<file path="src/rtl/vme_cmd_responder.sv">
// VME command responder: accepts a latched VME command, runs one register-bus
// cycle (read or write) with a strobe timeout, and returns a one-word result.
module vme_cmd_responder #(
  parameter int unsigned TIMEOUT  = 255,
  parameter logic [7:0]  SIG_BYTE = 8'hA8
) (
  input  logic        clk,
  input  logic        rst,
  input  logic        start,
  input  logic [31:0] vme_cmd_reg,
  input  logic [31:0] vme_dat_reg_in,
  output logic        vme_cmd_rd,
  output logic        vme_dat_wr,
  output logic [31:0] vme_dat_reg_out,
  output logic        bus_strobe,
  output logic        bus_write,
  output logic [15:0] bus_addr,
  output logic [15:0] bus_wdata,
  input  logic [15:0] bus_rdata,
  input  logic        bus_ack,
  output logic [15:0] cmd_count,
  output logic [7:0]  err_count
);

  typedef enum logic [1:0] {
    IDLE    = 2'd0,
    DECODE  = 2'd1,
    STROBE  = 2'd2,
    RESPOND = 2'd3
  } state_t;

  // Wait count reached on the last strobe cycle that may still see an ack.
  localparam logic [15:0] LAST_WAIT = 16'(TIMEOUT - 32'd1);

  state_t      state;
  logic [31:0] cmd_r;
  logic [15:0] data_r;
  logic [15:0] wait_cnt;
  logic [15:0] cmd_count_inc;
  logic [7:0]  err_count_inc;
  logic        cmd_bad;

  // Result word: error forces the data field to zero.
  function automatic logic [31:0] pack_resp(input logic err, input logic tmo,
                                            input logic [1:0] rw, input logic [15:0] d);
    return {err, tmo, 4'b0000, rw, 8'h00, (err ? 16'h0000 : d)};
  endfunction

  assign cmd_count_inc = cmd_count + 16'd1;
  assign err_count_inc = (err_count == 8'hFF) ? err_count : (err_count + 8'd1);
  assign cmd_bad       = (cmd_r[23:16] != SIG_BYTE) || (cmd_r[25] == cmd_r[24]);

  // Command FSM with all outputs registered.
  always_ff @(posedge clk or posedge rst) begin
    if (rst) begin
      state           <= IDLE;
      vme_cmd_rd      <= 1'b1;
      vme_dat_wr      <= 1'b0;
      vme_dat_reg_out <= 32'h0000_0000;
      bus_strobe      <= 1'b0;
      bus_write       <= 1'b0;
      bus_addr        <= 16'h0000;
      bus_wdata       <= 16'h0000;
      cmd_count       <= 16'h0000;
      err_count       <= 8'h00;
      wait_cnt        <= 16'h0000;
      cmd_r           <= 32'h0000_0000;
      data_r          <= 16'h0000;
    end else begin
      case (state)
        IDLE: begin
          vme_dat_wr <= 1'b0;
          if (start) begin
            cmd_r      <= vme_cmd_reg;
            data_r     <= vme_dat_reg_in[15:0];
            vme_cmd_rd <= 1'b0;
            state      <= DECODE;
          end else begin
            vme_cmd_rd <= 1'b1;
          end
        end
        DECODE: begin
          if (cmd_bad) begin
            vme_dat_reg_out <= pack_resp(1'b1, 1'b0, cmd_r[25:24], 16'h0000);
            vme_dat_wr      <= 1'b1;
            cmd_count       <= cmd_count_inc;
            err_count       <= err_count_inc;
            state           <= RESPOND;
          end else begin
            bus_strobe <= 1'b1;
            bus_addr   <= cmd_r[15:0];
            bus_write  <= cmd_r[24];
            bus_wdata  <= data_r;
            wait_cnt   <= 16'h0000;
            state      <= STROBE;
          end
        end
        STROBE: begin
          if (bus_ack) begin
            bus_strobe      <= 1'b0;
            vme_dat_reg_out <= pack_resp(1'b0, 1'b0, cmd_r[25:24],
                                         (cmd_r[25] ? bus_rdata : 16'h0000));
            vme_dat_wr      <= 1'b1;
            cmd_count       <= cmd_count_inc;
            state           <= RESPOND;
          end else if (wait_cnt == LAST_WAIT) begin
            bus_strobe      <= 1'b0;
            wait_cnt        <= wait_cnt + 16'd1;
            vme_dat_reg_out <= pack_resp(1'b1, 1'b1, cmd_r[25:24], 16'h0000);
            vme_dat_wr      <= 1'b1;
            cmd_count       <= cmd_count_inc;
            err_count       <= err_count_inc;
            state           <= RESPOND;
          end else begin
            wait_cnt <= wait_cnt + 16'd1;
          end
        end
        RESPOND: begin
          vme_dat_wr <= 1'b0;
          vme_cmd_rd <= 1'b1;
          state      <= IDLE;
        end
        default: begin
          vme_dat_wr <= 1'b0;
          vme_cmd_rd <= 1'b1;
          bus_strobe <= 1'b0;
          state      <= IDLE;
        end
      endcase
    end
  end

endmodule
</file>
<file path="config.mk">
export PLATFORM = sky130hd
export DESIGN_NAME = vme_cmd_responder
export DESIGN_NICKNAME = d
export VERILOG_FILES = /design/src/rtl/vme_cmd_responder.sv
export SDC_FILE = /design/constraint.sdc
export NUM_CORES = 1
export LEC_CHECK = 0
export ABC_AREA = 1
export CAP_MARGIN = 25
export CORE_MARGIN = 2
export CORE_UTILIZATION = 40
export CTS_CLUSTER_DIAMETER = 150
export DETAILED_ROUTE_END_ITERATION = 10
export GPL_ROUTABILITY_DRIVEN = 0
export HOLD_SLACK_MARGIN = 0.05
export PLACE_DENSITY = 0.7
export SETUP_SLACK_MARGIN = 0.2
export SYNTH_ARGS = -nofsm -noshare
export SYNTH_HDL_FRONTEND = slang
export SYNTH_SLANG_ARGS = --single-unit
export TNS_END_PERCENT = 30
</file>
<file path="constraint.sdc">
create_clock -name clk -period 4.94 [get_ports clk]
set_input_delay 0.988 -clock clk [delete_from_list [all_inputs] [get_ports clk]]
set_output_delay 0.988 -clock clk [all_outputs]
set_load 0.05 [all_outputs]
</file>
==> results <==
- The flow ran to the end, and the final reports show no timing, DRC or antenna violations.
- The detailed placer's ending HPWL is 10400 um.
- The initial cell density of the core is 0.410.
- The first global-routing pass estimated about 26000 um of wire.
- The worst slew margin relative to its limit is 0.498.
- The cell family contributing the most delay on the critical path is simple AND/OR/NAND/NOR gates.
- The via count of the first global-routing pass is between 5000 and 6000.
- After clock tree synthesis, the clock-pin slew on the worst setup and hold paths is about 0.060 ns.
- The flip-flop and latch count after synthesis is 140.
- The number of cells in the design after placement is around 1100.
- The maximum number of pins on one net before global-route repair is ~100.
- The final critical-path setup slack is 2.01 ns.
- The final core utilization is 0.540.
- The routed metal-1 wire length is approximately 7000 um.
- The number of primary I/O pins is ~180.
- The share of cells above drive strength 1 is 0.105.
- The category of the worst setup path capture point is a flip-flop.
- The total of endpoints with negative setup slack in the final report is 0.
- The final setup skew is 0.00750 ns.
- The most frequent standard cell in the layout excluding fill and tap cells is nand2_1.
- The iteration count of the initial detailed-routing pass is 4.
- The die is between 100 and 150 um tall.
- The clock passes through at most 2 buffers.
- The count of nets left with antenna violations once routing finished came out at 0.
- The number of cell instances on the worst register-to-register path is 8.
- The achievable clock frequency is ~340 MHz.
- The vias after detailed routing is about 5600.
- The highest ir drop seen on vdd is around 0.31 mV.
- The routed wire length on met2 is 7160 um.
- At the end of the flow, the number of nets in the layout was approximately 1000.
- The synthesized cell area is between 6000 and 7000 um^2.
- The critical path runs through a total of 6 cells.
- The number of non-filler instances in the completed layout is about 1200.
- The largest individual stage delay along the critical path comes from the cell clkdlybuf4s50_1.
- Once layout is done, the placed cells without fillers occupy ~9000 um^2.
- Of the post-synthesis cell area, the dominant cell type holds 0.512.
- The number of DRC markers after the initial detailed-route iteration is between 200 and 300.
- Buffers inserted to repair hold after CTS numbered 0.
- STA puts the critical path data required time at 5.24 ns.
- The unique cell type count in the Yosys netlist is 33.
- The number of standard cells after synthesis is a little under 800.
- The number of hold-slack violations in the final timing report is 0.
- Dividing the final minimum period by the clock period gives 0.592.
- Prior to clock tree synthesis, the placed netlist has a worst setup slack of between 1.5 and 2 ns.
- Detailed routing placed a total of around 1400 um of wire on met3.
- The average instance area after synthesis is 8.60 um^2.
- The total placed instance area is roughly 8300 um^2.
- The cell sitting at the root of the clock tree is a clkbuf_16.
- The synthesis warning total is 0.
- The total number of placement rows is 47.
- Max-cap violations in this run came to 0.
- The power density over cell area is between 500 and 600 nW/um^2.
- Port buffering added around 140 buffers.
- At the later pin of the worst-skew pair, clock insertion delay measures 0.42 ns.
- Yosys attributes the largest share of cell area to dfrtp_1, nand2_1, mux2_2.
- Among the stages of the critical path, the cell type that occurs most often is nand2_1.
- The sequential fraction of the synthesis area is 0.516.
- The worst hold path was traced through 2 stages.
- The floorplan step defined a die boundary enclosing about 18000 um^2.
- The number of buffers inserted by post-CTS setup repair is 0.
- After detailed routing, the average wire length per cell comes to 13.4 um.
- For this design the static power due to leakage is 4.26 nW.
- Counting the buffers created by CTS gives 17.
- The most used flip-flop cell after synthesis is dfrtp_1.
- Once the clock tree was built, the resizer swapped 0 gates to a different size.
- The number of antenna violations at the first check in global routing is 0.
- The total buffers and inverters traversed by the critical path is 1.
- The final number of max-transition violations is 0.
- For this block, the routed nets add up to roughly 15000 um of wire.
- The cell taking the most area after synthesis is dfrtp_1.
- The number of sinks driven by the clock tree is between 100 and 150.
- The core region is around 17000 um^2.
- In the layout the commonest cells are nand2_1, clkdlybuf4s50_1, dfrtp_1.
- The repair_antennas step left the layout with diodes totalling 0.
- The largest incremental delay on the critical path is 0.96 ns.
- The final critical delay including setup and external delays is between 2 and 3 ns.
- The area overhead of the layout relative to synthesis is 31.7%.
- The global routing usage summed across all routing layers is 0.179.
- The die is between 100 and 150 um wide.
- At the pin with the least slew margin, the transition time is around 0.75 ns.
- The setup total negative slack is 0 ns.
- The highest metal layer used by the detailed router is met4.
- For this run, asynchronously set or reset flops after synthesis account for 1.00.
- The worst min-delay path category is flip-flop to flip-flop.
- For this run, design rule violations remaining after detail routing come to 0.
- TritonCTS built the clock tree.
- The number of levels the H-tree was split into is 4.
- Traced cell by cell, the critical path runs through clkdlybuf4s50_1 -> nor2_4 -> nand2_4 -> nand3_4 -> nand2_1 -> nand2_1.
- Along the worst path, the maximum fanout reaches 37.
- Setup repair after global routing left no endpoint under its margin.
- The global-route congestion overflow total is 0.
- The path type of the worst setup path is input pin to flip-flop.
- STA classifies the critical path startpoint as an input pin.
- The count of flip-flops with a built-in enable after synthesis is 0.
- The per-cell via count in the routed design is 4.82.
- The data arrival time at the worst-slack endpoint is between 3 and 4 ns.
per-layer routing:
layer | vias up | global-route usage
li1 | 2789 | -
met1 | 2629 | 0.232
met2 | 142 | 0.279
met3 | 9 | 0.0707
met4 | 0 | 0.0497
met5 | - | 0
worst paths after layout:
| kind | from | to | slack, ns |
|---|---|---|---|
| hold / removal | cmd_r[3] | bus_addr[3] | 0.47 |
| setup reg to reg | cmd_r[25] | bus_strobe | 2.26 |
| min in group asynchronous | rst | bus_addr[4] | 0.94 |
| setup / recovery | bus_ack | vme_dat_reg_out[11] | 2.01 |
| hold reg to reg | cmd_r[3] | bus_addr[3] | 0.47 |
| max in group asynchronous | rst | data_r[10] | 3.04 |
cells in the mapped netlist, drive strengths merged, types with 8 or more instances:
cell / count
a21oi: 10
buf: 37
clkbuf: 8
dfrtp: 139
ha: 9
inv: 45
mux2: 35
nand2: 307
nand3: 42
nand4: 43
nor2: 63
o21ai: 22
xor2: 11
registers in the layout, indices dropped and copies added (netlist names):
name / flops
bus_strobe: 1
bus_write: 1
bus_addr: 16
vme_cmd_rd: 1
bus_wdata: 16
data_r: 16
wait_cnt: 16
vme_dat_reg_out: 20
state: 2
err_count: 8
cmd_count: 16
cmd_r: 26
vme_dat_wr: 1
worst reg2reg max path: cells and delay by family, from the launching register on:
family / cells / cell delay [ns]
buffers and inverters: 2 / 0.81
flip-flops: 1 / 0.75
AND/OR/NAND/NOR: 6 / 1.06
layout make-up:
type / instances / area [um^2]
Fill cell: 1542 / 7640
Clock inverter: 14 / 185
Timing Repair Buffer: 147 / 1490
Inverter: 46 / 178
Sequential cell: 140 / 3500
Clock buffer: 18 / 429
Multi-Input combinational cell: 570 / 2890
Tap cell: 220 / 275
where the power goes:
| part | total, W | internal, W | switching (W) | leakage [nW] |
|---|---|---|---|---|
| clock | 0.00133 | 0.000806 | 0.000523 | 0.290 |
| combinational | 0.00173 | 0.000597 | 0.00113 | 2.15 |
| sequential | 0.00165 | 0.00144 | 0.000203 | 1.83 |
logic make-up after synthesis:
logic type | after synthesis | synth area share
AO/OA/AOI/OAI | 34 | 0.0263
XOR/XNOR | 18 | 0.0232
adder cells (fa/ha/maj) | 9 | 0.0166
buffers and inverters | 91 | 0.0656
flip-flops | 140 | 0.516
multiplexers | 35 | 0.0580
other | 1 | 0.000552
AND/OR/NAND/NOR | 462 | 0.294
stage by stage:
stage          hold slack, ns  power [W]
2_1_floorplan           0.436    0.00295
3_3_place_gp            0.444    0.00336
3_5_place_dp            0.455    0.00341
4_1_cts                 0.468    0.00475
5_1_grt                 0.482    0.00498
6_report                0.466    0.00470
No activity file was read; power rests on OpenSTA's default activity.
